**src/rtl/nbit_rot_add_sub_if.sv**
```systemverilog
// nbit_rot_add_sub_if
//   Bus between the rotary front end and the add/sub block.
//   Inputs to the block : rot_event, rot_dir, slide[DIGIT_W], op
//   Outputs of the block: sum[WIDTH], carry, valid, state[2]
//   master = stimulus / decoder side, slave = nbit_rot_add_sub.
interface nbit_rot_add_sub_if #(
    parameter int WIDTH   = 7,
    parameter int DIGIT_W = 4
);
    logic               rot_event;
    logic               rot_dir;
    logic [DIGIT_W-1:0] slide;
    logic               op;
    logic [WIDTH-1:0]   sum;
    logic               carry;
    logic               valid;
    logic [1:0]         state;

    modport master (
        output rot_event, rot_dir, slide, op,
        input  sum, carry, valid, state
    );

    modport slave (
        input  rot_event, rot_dir, slide, op,
        output sum, carry, valid, state
    );
endinterface

```
**src/rtl/nbit_rot_add_sub.sv**
```systemverilog
// nbit_rot_add_sub
//   Rotary operand entry and WIDTH-bit add/subtract.
//   Operands A and B are built digit by digit from the slide switches on
//   clockwise steps; counter-clockwise steps advance ENTER_A -> ENTER_B ->
//   RESULT -> back. Subtract reports no-borrow on carry.
// Ports
//   clk   : system clock, rising edge
//   rst_n : synchronous reset, active low
//   bus   : nbit_rot_add_sub_if.slave
//           rot_event/rot_dir/slide/op in; sum/carry/valid/state out
// Configuration
//   ACCUM_EN : when defined, CCW in RESULT loads the result into A and
//              continues in ENTER_B (running accumulator); otherwise both
//              operands are cleared and entry restarts in ENTER_A.
module nbit_rot_add_sub #(
    parameter int WIDTH   = 7,
    parameter int DIGIT_W = 4
) (
    input  logic                   clk,
    input  logic                   rst_n,
    nbit_rot_add_sub_if.slave      bus
);

    typedef enum logic [1:0] {
        ENTER_A = 2'b00,
        ENTER_B = 2'b01,
        RESULT  = 2'b10,
        ST_BAD  = 2'b11
    } state_t;

    state_t           st;
    logic [WIDTH-1:0] a;
    logic [WIDTH-1:0] b;
    logic [WIDTH-1:0] sum_r;
    logic             carry_r;
    logic             valid_r;
    logic             rot_q;

    logic             step;
    logic [WIDTH-1:0] a_shift;
    logic [WIDTH-1:0] b_shift;
    logic [WIDTH-1:0] b_eff;
    logic [WIDTH:0]   res;

    // Shift a digit into the LSBs; bits pushed past WIDTH are dropped.
    function automatic logic [WIDTH-1:0] shift_in(input logic [WIDTH-1:0] x,
                                                   input logic [DIGIT_W-1:0] d);
        return WIDTH'({x, d});
    endfunction

    always_comb begin
        step    = bus.rot_event & ~rot_q;
        a_shift = shift_in(a, bus.slide);
        b_shift = shift_in(b, bus.slide);
        // Subtract as A + ~B + 1 so the top bit is the no-borrow flag.
        b_eff   = bus.op ? ~b : b;
        res     = {1'b0, a} + {1'b0, b_eff} + {{WIDTH{1'b0}}, bus.op};
    end

    always_ff @(posedge clk) begin
        if (!rst_n) begin
            st      <= ENTER_A;
            a       <= '0;
            b       <= '0;
            sum_r   <= '0;
            carry_r <= 1'b0;
            valid_r <= 1'b0;
            rot_q   <= 1'b0;
        end else begin
            rot_q <= bus.rot_event;
            case (st)
                ENTER_A: begin
                    if (step) begin
                        if (bus.rot_dir) begin
                            a     <= a_shift;
                            sum_r <= a_shift;
                        end else begin
                            b     <= '0;
                            sum_r <= '0;
                            st    <= ENTER_B;
                        end
                    end
                end
                ENTER_B: begin
                    if (step) begin
                        if (bus.rot_dir) begin
                            b     <= b_shift;
                            sum_r <= b_shift;
                        end else begin
                            sum_r   <= res[WIDTH-1:0];
                            carry_r <= res[WIDTH];
                            valid_r <= 1'b1;
                            st      <= RESULT;
                        end
                    end
                end
                RESULT: begin
                    if (step && !bus.rot_dir) begin
`ifdef ACCUM_EN
                        a <= sum_r;
                        b <= '0;
                        st <= ENTER_B;
`else
                        a <= '0;
                        b <= '0;
                        st <= ENTER_A;
`endif
                        sum_r   <= '0;
                        carry_r <= 1'b0;
                        valid_r <= 1'b0;
                    end
                end
                default: begin
                    st      <= ENTER_A;
                    a       <= '0;
                    b       <= '0;
                    sum_r   <= '0;
                    carry_r <= 1'b0;
                    valid_r <= 1'b0;
                end
            endcase
        end
    end

    assign bus.sum   = sum_r;
    assign bus.carry = carry_r;
    assign bus.valid = valid_r;
    assign bus.state = st;

endmodule

```
**src/flat_wrapper.sv**
```systemverilog
// flat-port wrapper written by rule: the top's interface ports become plain ports
module nbit_rot_add_sub_flat 
#(
    parameter int WIDTH   = 7,
    parameter int DIGIT_W = 4
)
  (clk, rst_n, bus_rot_event, bus_rot_dir, bus_slide, bus_op, bus_sum, bus_carry, bus_valid, bus_state);
  nbit_rot_add_sub_if #(.WIDTH(WIDTH), .DIGIT_W(DIGIT_W)) bus_i ();
  input  logic clk;
  input  logic rst_n;
  input wire logic [$bits(bus_i.rot_event)-1:0] bus_rot_event;
  input wire logic [$bits(bus_i.rot_dir)-1:0] bus_rot_dir;
  input wire logic [$bits(bus_i.slide)-1:0] bus_slide;
  input wire logic [$bits(bus_i.op)-1:0] bus_op;
  output wire logic [$bits(bus_i.sum)-1:0] bus_sum;
  output wire logic [$bits(bus_i.carry)-1:0] bus_carry;
  output wire logic [$bits(bus_i.valid)-1:0] bus_valid;
  output wire logic [$bits(bus_i.state)-1:0] bus_state;
  assign bus_i.rot_event = bus_rot_event;
  assign bus_i.rot_dir = bus_rot_dir;
  assign bus_i.slide = bus_slide;
  assign bus_i.op = bus_op;
  assign bus_sum = bus_i.sum;
  assign bus_carry = bus_i.carry;
  assign bus_valid = bus_i.valid;
  assign bus_state = bus_i.state;
  nbit_rot_add_sub #(.WIDTH(WIDTH), .DIGIT_W(DIGIT_W)) u_core (.clk(clk), .rst_n(rst_n), .bus(bus_i));
endmodule
```
**config.mk**
```make
export PLATFORM = sky130hd
export DESIGN_NAME = nbit_rot_add_sub_flat
export DESIGN_NICKNAME = d
export VERILOG_FILES = /design/src/rtl/nbit_rot_add_sub_if.sv /design/src/rtl/nbit_rot_add_sub.sv /design/src/flat_wrapper.sv
export SDC_FILE = /design/constraint.sdc
export NUM_CORES = 1
export LEC_CHECK = 0
export ABC_AREA = 1
export ABC_CLOCK_PERIOD_IN_PS = 3610
export BUFFER_PORTS_ARGS = -buffer_cell sky130_fd_sc_hd__buf_2
export CAP_MARGIN = 20
export CORE_MARGIN = 4
export CORE_UTILIZATION = 47
export DETAILED_ROUTE_END_ITERATION = 16
export GPL_TIMING_DRIVEN = 0
export PLACE_DENSITY = 0.69
export SYNTH_ARGS = -nofsm -noshare
export SYNTH_HDL_FRONTEND = slang
export SYNTH_SLANG_ARGS = --single-unit
```
**constraint.sdc**
```tcl
create_clock -name clk -period 3.61 [get_ports clk]
set_input_delay 0.1805 -clock clk [delete_from_list [all_inputs] [get_ports clk]]
set_output_delay 0.1805 -clock clk [all_outputs]
set_load 0.03 [all_outputs]
```
==> results_tabular.tex, run 1 <==
\begin{tabular}{lr}
\hline
Metric & Value \\
\hline
\multicolumn{2}{l}{\textbf{Power}} \\
Switching portion of total power & 34.1\% \\
Cell-internal power & 425 µW \\
Reg power frac & 48.7\% \\
P per Cell Area & 373 nW/µm² \\
Leakage power figure & 0.806 nW \\
Total Power & 646 µW \\
Worst ir drop on vdd & 0.197 mV \\
Portion of total power attributed to combinational logic & 27.2\% \\
Part of the power in the clock network & 24.1\% \\
Switching power & 220 µW \\
\multicolumn{2}{l}{\textbf{Logic synthesis}} \\
Syn Nets & 228 \\
Top cells by area in the synthesized netlist & sky130\_fd\_sc\_hd\_\_dfxtp\_1, sky130\_fd\_sc\_hd\_\_nand2\_1, sky130\_fd\_sc\_hd\_\_a21oi\_1, sky130\_fd\_sc\_hd\_\_ha\_1, sky130\_fd\_sc\_hd\_\_inv\_1 \\
Post-synthesis instance area & 1560 µm² \\
Library cell with the largest summed area after synthesis & sky130\_fd\_sc\_hd\_\_dfxtp\_1 \\
Gate count after technology mapping & 211 \\
Number of unique standard cell types used by synthesis & 34 \\
Area fraction of the dominant cell type after synthesis & 33.5\% \\
Synth warn & 0 \\
Main synth FF type & sky130\_fd\_sc\_hd\_\_dfxtp\_1 \\
Number of enable-type register cells in the synthesized netlist & 0 \\
Mean Syn Cell Area & 7.37 µm² \\
Register bit total from synthesis & 26 \\
Part of the Yosys area used for sequential elements & 33.5\% \\
Async set-reset flop share out of synthesis & 0\% \\
\multicolumn{2}{l}{\textbf{Floorplanning}} \\
Die width & 65.5 µm \\
Number of cell rows & 20 \\
DIE AREA & 4290 µm² \\
Area of the core region & 3100 µm² \\
Effective utilization at floorplan & 50.1\% \\
Number of top-level design ports & 20 \\
Die boundary height & 65.5 µm \\
\multicolumn{2}{l}{\textbf{Routing}} \\
Average routed wire per standard cell & 13.3 µm \\
Number of DRC markers after the initial detailed-route iteration & 87 \\
Via count & 1416 \\
Length of the first detailed-routing pass in iterations & 4 \\
Detailed Route WL & 3660 µm \\
Residual DRC & 0 \\
Count of nets left with antenna violations after detail routing & 0 \\
Via density per instance & 5.13 \\
\multicolumn{2}{l}{\textbf{Critical path}} \\
Classification of the worst setup path & reg -> reg \\
Data arrival time at the worst-slack endpoint & 2.16 ns \\
Worst Setup Start Kind & flop \\
Crit Path Max Fanout & 5 \\
Largest delay contributor family on the critical path & adder cells \\
Slowest library cell on the worst path & sky130\_fd\_sc\_hd\_\_fa\_1 \\
Crit-path cells & inv\_1 > nor2\_1 > nor2\_2 > fa\_1 > a21oi\_1 > xor2\_1 > nand2\_1 > nand3\_1 > a21oi\_1 \\
CP endpoint kind & flop \\
Data required time of the worst path & 3.85 ns \\
Most frequent cell on the critical path & sky130\_fd\_sc\_hd\_\_a21oi\_1 \\
Delay of the slowest critical-path stage & 0.47 ns \\
Buffers and inverters on the worst path & 1 \\
\multicolumn{2}{l}{\textbf{Timing}} \\
Final setup violation count & 0 \\
Max-slew headroom at the worst pin & 64.7\% \\
Largest clock skew in the final design & 0.00274 ns \\
RSZ-0062 raised after global routing & no \\
Share of the clock period used by the worst path & 53.2\% \\
Final Max Tran Viols & 0 \\
Final min period & 1.92 ns \\
Pin slew with the least headroom to its limit & 0.530 ns \\
Total negative slack & 0 ns \\
Final Hold Vio Count & 0 \\
Max Fclk & 520 MHz \\
Final-layout worst hold slack & 0.0325 ns \\
\multicolumn{2}{l}{\textbf{GRT}} \\
Vias in the first global route & 1400 \\
Maximum number of pins on one net before global-route repair & 15 \\
All-layer global routing usage & 19.7\% \\
Total grt overflow & 0 \\
Number of antenna violations at the first check in global routing & 0 \\
Wire length of the first global-routing pass & 6550 µm \\
\multicolumn{2}{l}{\textbf{Place}} \\
Area of placed instances & 1700 µm² \\
Number of port buffers & 17 \\
GP Congestion & 0.832 \\
Half-perimeter wire length of the detailed placement result & 2820 µm \\
\multicolumn{2}{l}{\textbf{Clock network}} \\
Source-to-sink clock delay at the later pin of the worst-skew pair & 0.33 ns \\
CTS clk-pin slew, worst paths & 0.15 ns \\
Hold\_buf cts & 0 \\
Resized Gates After CTS & 0 \\
Clock tree from TritonCTS & yes \\
Buffer type at the clock tree root & sky130\_fd\_sc\_hd\_\_clkbuf\_4 \\
Clock Path Buffers & 2 \\
Total number of H-tree levels & 1 \\
Total clock buffers created by CTS & 3 \\
Setup repair bufs after CTS & 0 \\
Clock Sink Count & 26 \\
\multicolumn{2}{l}{\textbf{Hold path}} \\
HP Class & in -> reg \\
\multicolumn{2}{l}{\textbf{Layout}} \\
Final instance area & 1730 µm² \\
Antenna fix cells & 0 \\
Ratio of cells with drive above 1 in the final layout & 19.4\% \\
Number of nets in the final layout & 250 \\
Relative area change from synthesis to final layout & 11.3\% \\
\multicolumn{2}{l}{\textbf{Run status}} \\
Status & finished, final reports clean \\
\multicolumn{2}{l}{\textbf{Job}} \\
Number of max-capacitance violations reported & 0 \\
\hline
\end{tabular}
-- path summary, 6_finish.rpt --
check	to	start	slack [ns]	cells past startpoint
hold / removal	u_core.rot_q	bus_rot_event	0.03	3
setup / recovery	u_core.bus.sum[4]	u_core.b[0]	1.69	9
hold reg to reg	u_core.bus.valid	u_core.bus.valid	0.48	2
setup reg to reg	u_core.bus.sum[4]	u_core.b[0]	1.69	9
-- kinds of logic (layout without fill, tap and decap cells) --
group / after synthesis / count (layout) / share of synthesized area (%)
simple gates: 82 / 82 / 26.1
compound gates: 53 / 53 / 18.6
buf+inv: 33 / 54 / 9.89
flops: 26 / 26 / 33.5
xor+xnor: 9 / 9 / 5.07
fa+ha+maj: 8 / 8 / 6.92
-- sequential cells by signal, indices dropped and copies added (netlist names) --
signal / flops
u_core.bus.sum: 7
u_core.bus.state: 2
u_core.rot_q: 1
u_core.b: 7
u_core.bus.valid: 1
u_core.a: 7
u_core.bus.carry: 1
-- per-layer routing --
layer / global-route usage [%] / part of all wire (%) / up-vias
met5: 0 / 0 / -
met4: 7.51 / 1.7 / 0
met3: 2.74 / 5.1 / 7
met2: 32.5 / 45 / 39
met1: 25.9 / 48 / 630
li1: - / - / 740
-- worst min-delay path, cell delays in order --
cell and delay [ns]:
sky130_fd_sc_hd__buf_2 0.09, sky130_fd_sc_hd__nand2_1 0.04, sky130_fd_sc_hd__inv_1 0.04
-- stage by stage --
| step | utilization (%) | instances | setup WS, ns |
|---|---|---|---|
| after global routing | 55.8 | 276 | 1.52 |
| after detailed placement | 54.6 | 272 | 1.73 |
| after floorplan | - | 211 | 1.97 |
| after global placement | 54.6 | 272 | 1.73 |
| after CTS | 55.8 | 276 | 1.70 |
| final | 55.8 | 276 | 1.69 |
-- cell usage after synthesis, types with 2 or more instances --
cell type / instances
sky130_fd_sc_hd__a211oi_1: 3
sky130_fd_sc_hd__a21oi_1: 29
sky130_fd_sc_hd__dfxtp_1: 26
sky130_fd_sc_hd__ha_1: 7
sky130_fd_sc_hd__inv_1: 21
sky130_fd_sc_hd__inv_2: 4
sky130_fd_sc_hd__nand2_1: 40
sky130_fd_sc_hd__nand2_4: 2
sky130_fd_sc_hd__nand3_1: 15
sky130_fd_sc_hd__nand3_2: 2
sky130_fd_sc_hd__nor2_1: 13
sky130_fd_sc_hd__nor2_2: 2
sky130_fd_sc_hd__nor2_4: 3
sky130_fd_sc_hd__nor3_1: 2
sky130_fd_sc_hd__o21ai_0: 10
sky130_fd_sc_hd__o21ai_1: 6
sky130_fd_sc_hd__o21ai_2: 2
sky130_fd_sc_hd__xor2_1: 8
-- power by group through the flow --
stage / combinational [mW] / clock [mW] / sequential [mW]
2_1_floorplan: 0.120 / 0 / 0.331
3_3_place_gp: 0.174 / 0 / 0.320
3_5_place_dp: 0.174 / 0 / 0.321
4_1_cts: 0.176 / 0.157 / 0.314
5_1_grt: 0.200 / 0.166 / 0.316
6_report: 0.176 / 0.156 / 0.314
-- cell usage in the layout (no fill, tap or decap), types with 3 or more instances in the layout --
| cell type | synthesis | final |
|---|---|---|
| sky130_fd_sc_hd__nand2_1 | 40 | 40 |
| sky130_fd_sc_hd__a21oi_1 | 29 | 29 |
| sky130_fd_sc_hd__dfxtp_1 | 26 | 26 |
| sky130_fd_sc_hd__inv_1 | 21 | 21 |
| sky130_fd_sc_hd__buf_2 | 1 | 18 |
| sky130_fd_sc_hd__nand3_1 | 15 | 15 |
| sky130_fd_sc_hd__nor2_1 | 13 | 13 |
| sky130_fd_sc_hd__o21ai_0 | 10 | 10 |
| sky130_fd_sc_hd__xor2_1 | 8 | 8 |
| sky130_fd_sc_hd__ha_1 | 7 | 7 |
| sky130_fd_sc_hd__o21ai_1 | 6 | 6 |
| sky130_fd_sc_hd__inv_2 | 4 | 4 |
| sky130_fd_sc_hd__nor2_4 | 3 | 3 |
| sky130_fd_sc_hd__a211oi_1 | 3 | 3 |
| sky130_fd_sc_hd__clkbuf_4 | 0 | 3 |
-- area by class of cell --
class / instances / area (µm²)
flip-flops and latches: 26 / 520
inverters: 28 / 113
repair buffers: 17 / 85.1
fillers: 308 / 1370
well taps: 44 / 55.1
plain buffers: 5 / 41.3
clock buffers: 4 / 36.3
multi-input cells: 152 / 881
Power figures use the tool's default switching activity.
==> run 2, diff against run 1 <==
--- a/config.mk
+++ b/config.mk
@@ -6,7 +6,7 @@
 export NUM_CORES = 1
 export LEC_CHECK = 0
 export ABC_AREA = 1
-export ABC_CLOCK_PERIOD_IN_PS = 3610
+export ABC_CLOCK_PERIOD_IN_PS = 1900
 export BUFFER_PORTS_ARGS = -buffer_cell sky130_fd_sc_hd__buf_2
 export CAP_MARGIN = 20
 export CORE_MARGIN = 4
==> constraint.sdc (replaced) <==
create_clock -name clk -period 1.9 [get_ports clk]
set_input_delay 0.095 -clock clk [delete_from_list [all_inputs] [get_ports clk]]
set_output_delay 0.095 -clock clk [all_outputs]
set_load 0.03 [all_outputs]
==> run 2 against run 1 <==
Sequential share of layout area shrank 0.23 points; first-iteration DRC count down 1.1%; via count increased by 2.0%; worst setup slack got worse by 1.6 ns.
==> results_tabular.tex, run 2 (same netlist as run 1, synthesis figures left out) <==
\begin{tabular}{lr}
\hline
Metric & Value \\
\hline
\multicolumn{2}{l}{\textbf{Routing}} \\
Via count & 1445 (was 1416) \\
Count of nets left with antenna violations after detail routing & 0 (unchanged) \\
Number of DRC markers after the initial detailed-route iteration & 86 (was 87) \\
Met3 routed wirelength & 177 µm (was 186 µm) \\
Highest layer used for signal routing & met4 (unchanged) \\
Via density per instance & 5.22 (was 5.13) \\
Length of the first detailed-routing pass in iterations & 4 (unchanged) \\
Residual DRC & 0 (unchanged) \\
Total met2 wirelength after detailed routing & 1710 µm (was 1660 µm) \\
Routed length on met1 & 1770 µm (was 1740 µm) \\
Detailed Route WL & 3740 µm (was 3660 µm) \\
Average routed wire per standard cell & 13.5 µm (was 13.3 µm) \\
\multicolumn{2}{l}{\textbf{Critical path}} \\
Data arrival time at the worst-slack endpoint & 2.01 ns (was 2.16 ns) \\
Largest delay contributor family on the critical path & adder cells (unchanged) \\
Delay of the slowest critical-path stage & 0.41 ns (was 0.47 ns) \\
Worst setup path startpoint & u\_core.b[0] (unchanged) \\
Crit-path cells & inv\_1 > nor2\_1 > nor2\_2 > fa\_2 > a21oi\_2 > xor2\_1 > nand2\_1 > nand3\_1 > a21oi\_1 (was inv\_1 > nor2\_1 > nor2\_2 > fa\_1 > a21oi\_1 > xor2\_1 > nand2\_1 > nand3\_1 > a21oi\_1) \\
CP endpoint kind & flop (unchanged) \\
Classification of the worst setup path & reg -> reg (unchanged) \\
Buffers and inverters on the worst path & 1 (unchanged) \\
Crit Path Max Fanout & 5 (unchanged) \\
Number of cells on the worst reg-to-reg path & 9 (unchanged) \\
Slowest library cell on the worst path & sky130\_fd\_sc\_hd\_\_fa\_2 (was sky130\_fd\_sc\_hd\_\_fa\_1) \\
Cell depth of the worst setup path & 9 (unchanged) \\
Data required time of the worst path & 2.14 ns (was 3.85 ns) \\
Startpoint of the worst-slack reg-to-reg timing path & u\_core.b[0] (unchanged) \\
Worst Setup Start Kind & flop (unchanged) \\
\multicolumn{2}{l}{\textbf{GRT}} \\
Total grt overflow & 0 (unchanged) \\
All-layer global routing usage & 19.9\% (was 19.7\%) \\
Number of antenna violations at the first check in global routing & 0 (unchanged) \\
Vias in the first global route & 1408 (was 1400) \\
Maximum number of pins on one net before global-route repair & 15 (unchanged) \\
Wire length of the first global-routing pass & 6600 µm (was 6550 µm) \\
\multicolumn{2}{l}{\textbf{Clock network}} \\
Clock Sink Count & 26 (unchanged) \\
Source-to-sink clock delay at the later pin of the worst-skew pair & 0.33 ns (about the same) \\
Total number of H-tree levels & 1 (unchanged) \\
Buffer type at the clock tree root & sky130\_fd\_sc\_hd\_\_clkbuf\_4 (unchanged) \\
Setup repair bufs after CTS & 0 (unchanged) \\
Clock tree from TritonCTS & yes (unchanged) \\
Clock Path Buffers & 2 (unchanged) \\
CTS clk-pin slew, worst paths & 0.15 ns (about the same) \\
Total clock buffers created by CTS & 3 (unchanged) \\
\multicolumn{2}{l}{\textbf{Timing}} \\
Max Fclk & 565 MHz (was 520 MHz) \\
Total negative slack & 0 ns (unchanged) \\
Final Hold Vio Count & 0 (unchanged) \\
Pin slew with the least headroom to its limit & 0.542 ns (was 0.530 ns) \\
RSZ-0062 raised after global routing & no (unchanged) \\
Max-slew headroom at the worst pin & 63.9\% (was 64.7\%) \\
Final min period & 1.77 ns (was 1.92 ns) \\
Share of the clock period used by the worst path & 93.2\% (was 53.2\%) \\
Largest clock skew in the final design & 0.00253 ns (was 0.00274 ns) \\
Final Max Tran Viols & 0 (unchanged) \\
Final setup violation count & 0 (unchanged) \\
\multicolumn{2}{l}{\textbf{Power}} \\
Worst ir drop on vdd & 0.372 mV (was 0.197 mV) \\
P per Cell Area & 705 nW/µm² (was 373 nW/µm²) \\
Leakage power figure & 0.810 nW (was 0.806 nW) \\
\multicolumn{2}{l}{\textbf{Hold path}} \\
Hold\_sp & bus\_slide[3] (was bus\_rot\_event) \\
HP Class & in -> reg (unchanged) \\
Number of cells traversed by the worst hold path & 3 (unchanged) \\
\multicolumn{2}{l}{\textbf{Floorplanning}} \\
Number of cell rows & 20 (unchanged) \\
Die boundary height & 65.5 µm (unchanged) \\
DIE AREA & 4290 µm² (unchanged) \\
Effective utilization at floorplan & 50.1\% (unchanged) \\
Area of the core region & 3100 µm² (unchanged) \\
Die width & 65.5 µm (unchanged) \\
Number of top-level design ports & 20 (unchanged) \\
\multicolumn{2}{l}{\textbf{Layout}} \\
Total area of multi-input combinational cells & 887 µm² (was 881 µm²) \\
Most common cell after layout, fill and taps aside & sky130\_fd\_sc\_hd\_\_nand2\_1 (unchanged) \\
Fillcell total & 311 (was 308) \\
Ratio of cells with drive above 1 in the final layout & 20.6\% (was 19.4\%) \\
Most frequent cells in the layout & sky130\_fd\_sc\_hd\_\_nand2\_1, sky130\_fd\_sc\_hd\_\_a21oi\_1, sky130\_fd\_sc\_hd\_\_dfxtp\_1, sky130\_fd\_sc\_hd\_\_inv\_1, sky130\_fd\_sc\_hd\_\_buf\_2 (unchanged) \\
Relative area change from synthesis to final layout & 12.5\% (was 11.3\%) \\
Sequential Area & 522 µm² (was 520 µm²) \\
Antenna fix cells & 0 (unchanged) \\
Number of nets in the final layout & 251 (was 250) \\
Final instance area & 1750 µm² (was 1730 µm²) \\
\multicolumn{2}{l}{\textbf{Run status}} \\
Status & finished, final reports clean (unchanged) \\
\multicolumn{2}{l}{\textbf{Place}} \\
Number of port buffers & 17 (unchanged) \\
Half-perimeter wire length of the detailed placement result & 2820 µm (unchanged) \\
GP Congestion & 0.832 (unchanged) \\
Area of placed instances & 1700 µm² (unchanged) \\
\multicolumn{2}{l}{\textbf{Job}} \\
Number of max-capacitance violations reported & 0 (unchanged) \\
\hline
\end{tabular}
[run 2: cell types whose count changed in the layout (fill, tap and decap cells not counted), sizes merged]
cell         delta
dlygate4sd3     +1
[run 2: final cells by class]
| cell class | instances | area share, % |
|---|---|---|
| inverter | 28 | 6.44 |
| sequential | 26 | 29.8 |
| buffer | 5 | 2.36 |
| multi-input combinational | 152 | 50.7 |
| tap | 44 | 3.15 |
| timing repair buffer | 18 | 5.44 |
| clock buffer | 4 | 2.07 |
[run 2: per-stage QoR]
stage | total power [mW] | utilization, % | cells | setup WS (ns) | hold WS, ns
6_report | 1.23 | 56.4 | 277 | 0.129 | 0.0342
5_1_grt | 1.30 | 56.4 | 277 | 0.0101 | 0.0216
4_1_cts | 1.23 | 56.2 | 277 | 0.0373 | 0.0220
3_5_place_dp | 0.939 | 54.6 | 272 | 0.0210 | 0.300
3_3_place_gp | 0.939 | 54.6 | 272 | 0.0153 | 0.294
2_1_floorplan | 0.858 | - | 211 | 0.262 | 0.188
[run 2: worst paths after layout]
path / end / slack (ns)
min reg2reg: u_core.bus.valid / 0.48
min: u_core.a[3] / 0.03
max reg2reg: u_core.bus.sum[4] / 0.13
max: u_core.bus.sum[4] / 0.13
[run 2: power breakdown]
group | switching, mW | internal (mW)
logic | 0.224 | 0.118
clock network | 0.177 | 0.117
registers | 0.0210 | 0.576
[run 2: worst reg2reg max path: cells and delay by family (launching register included)]
kind	cells	cell delay, ns
AO/OA/AOI/OAI	2	0.24
AND/OR/NAND/NOR	4	0.38
XOR/XNOR	1	0.21
flip-flops	1	0.39
adder cells (fa/ha/maj)	1	0.41
buffers and inverters	1	0.04
[run 2: metal layers]
metal  global-route usage, %  vias up
met2                    32.5       49
li1                        -      740
met1                    26.1      647
met4                    8.29        0
met3                    2.91        9
met5                       0        -
[run 2: timing repair]
action | CTS | global route
resized for setup | 1 | 2
setup endpoints to repair | 1 | 2
hold buffers | 1 | 0
hold endpoints to repair | 1 | 0
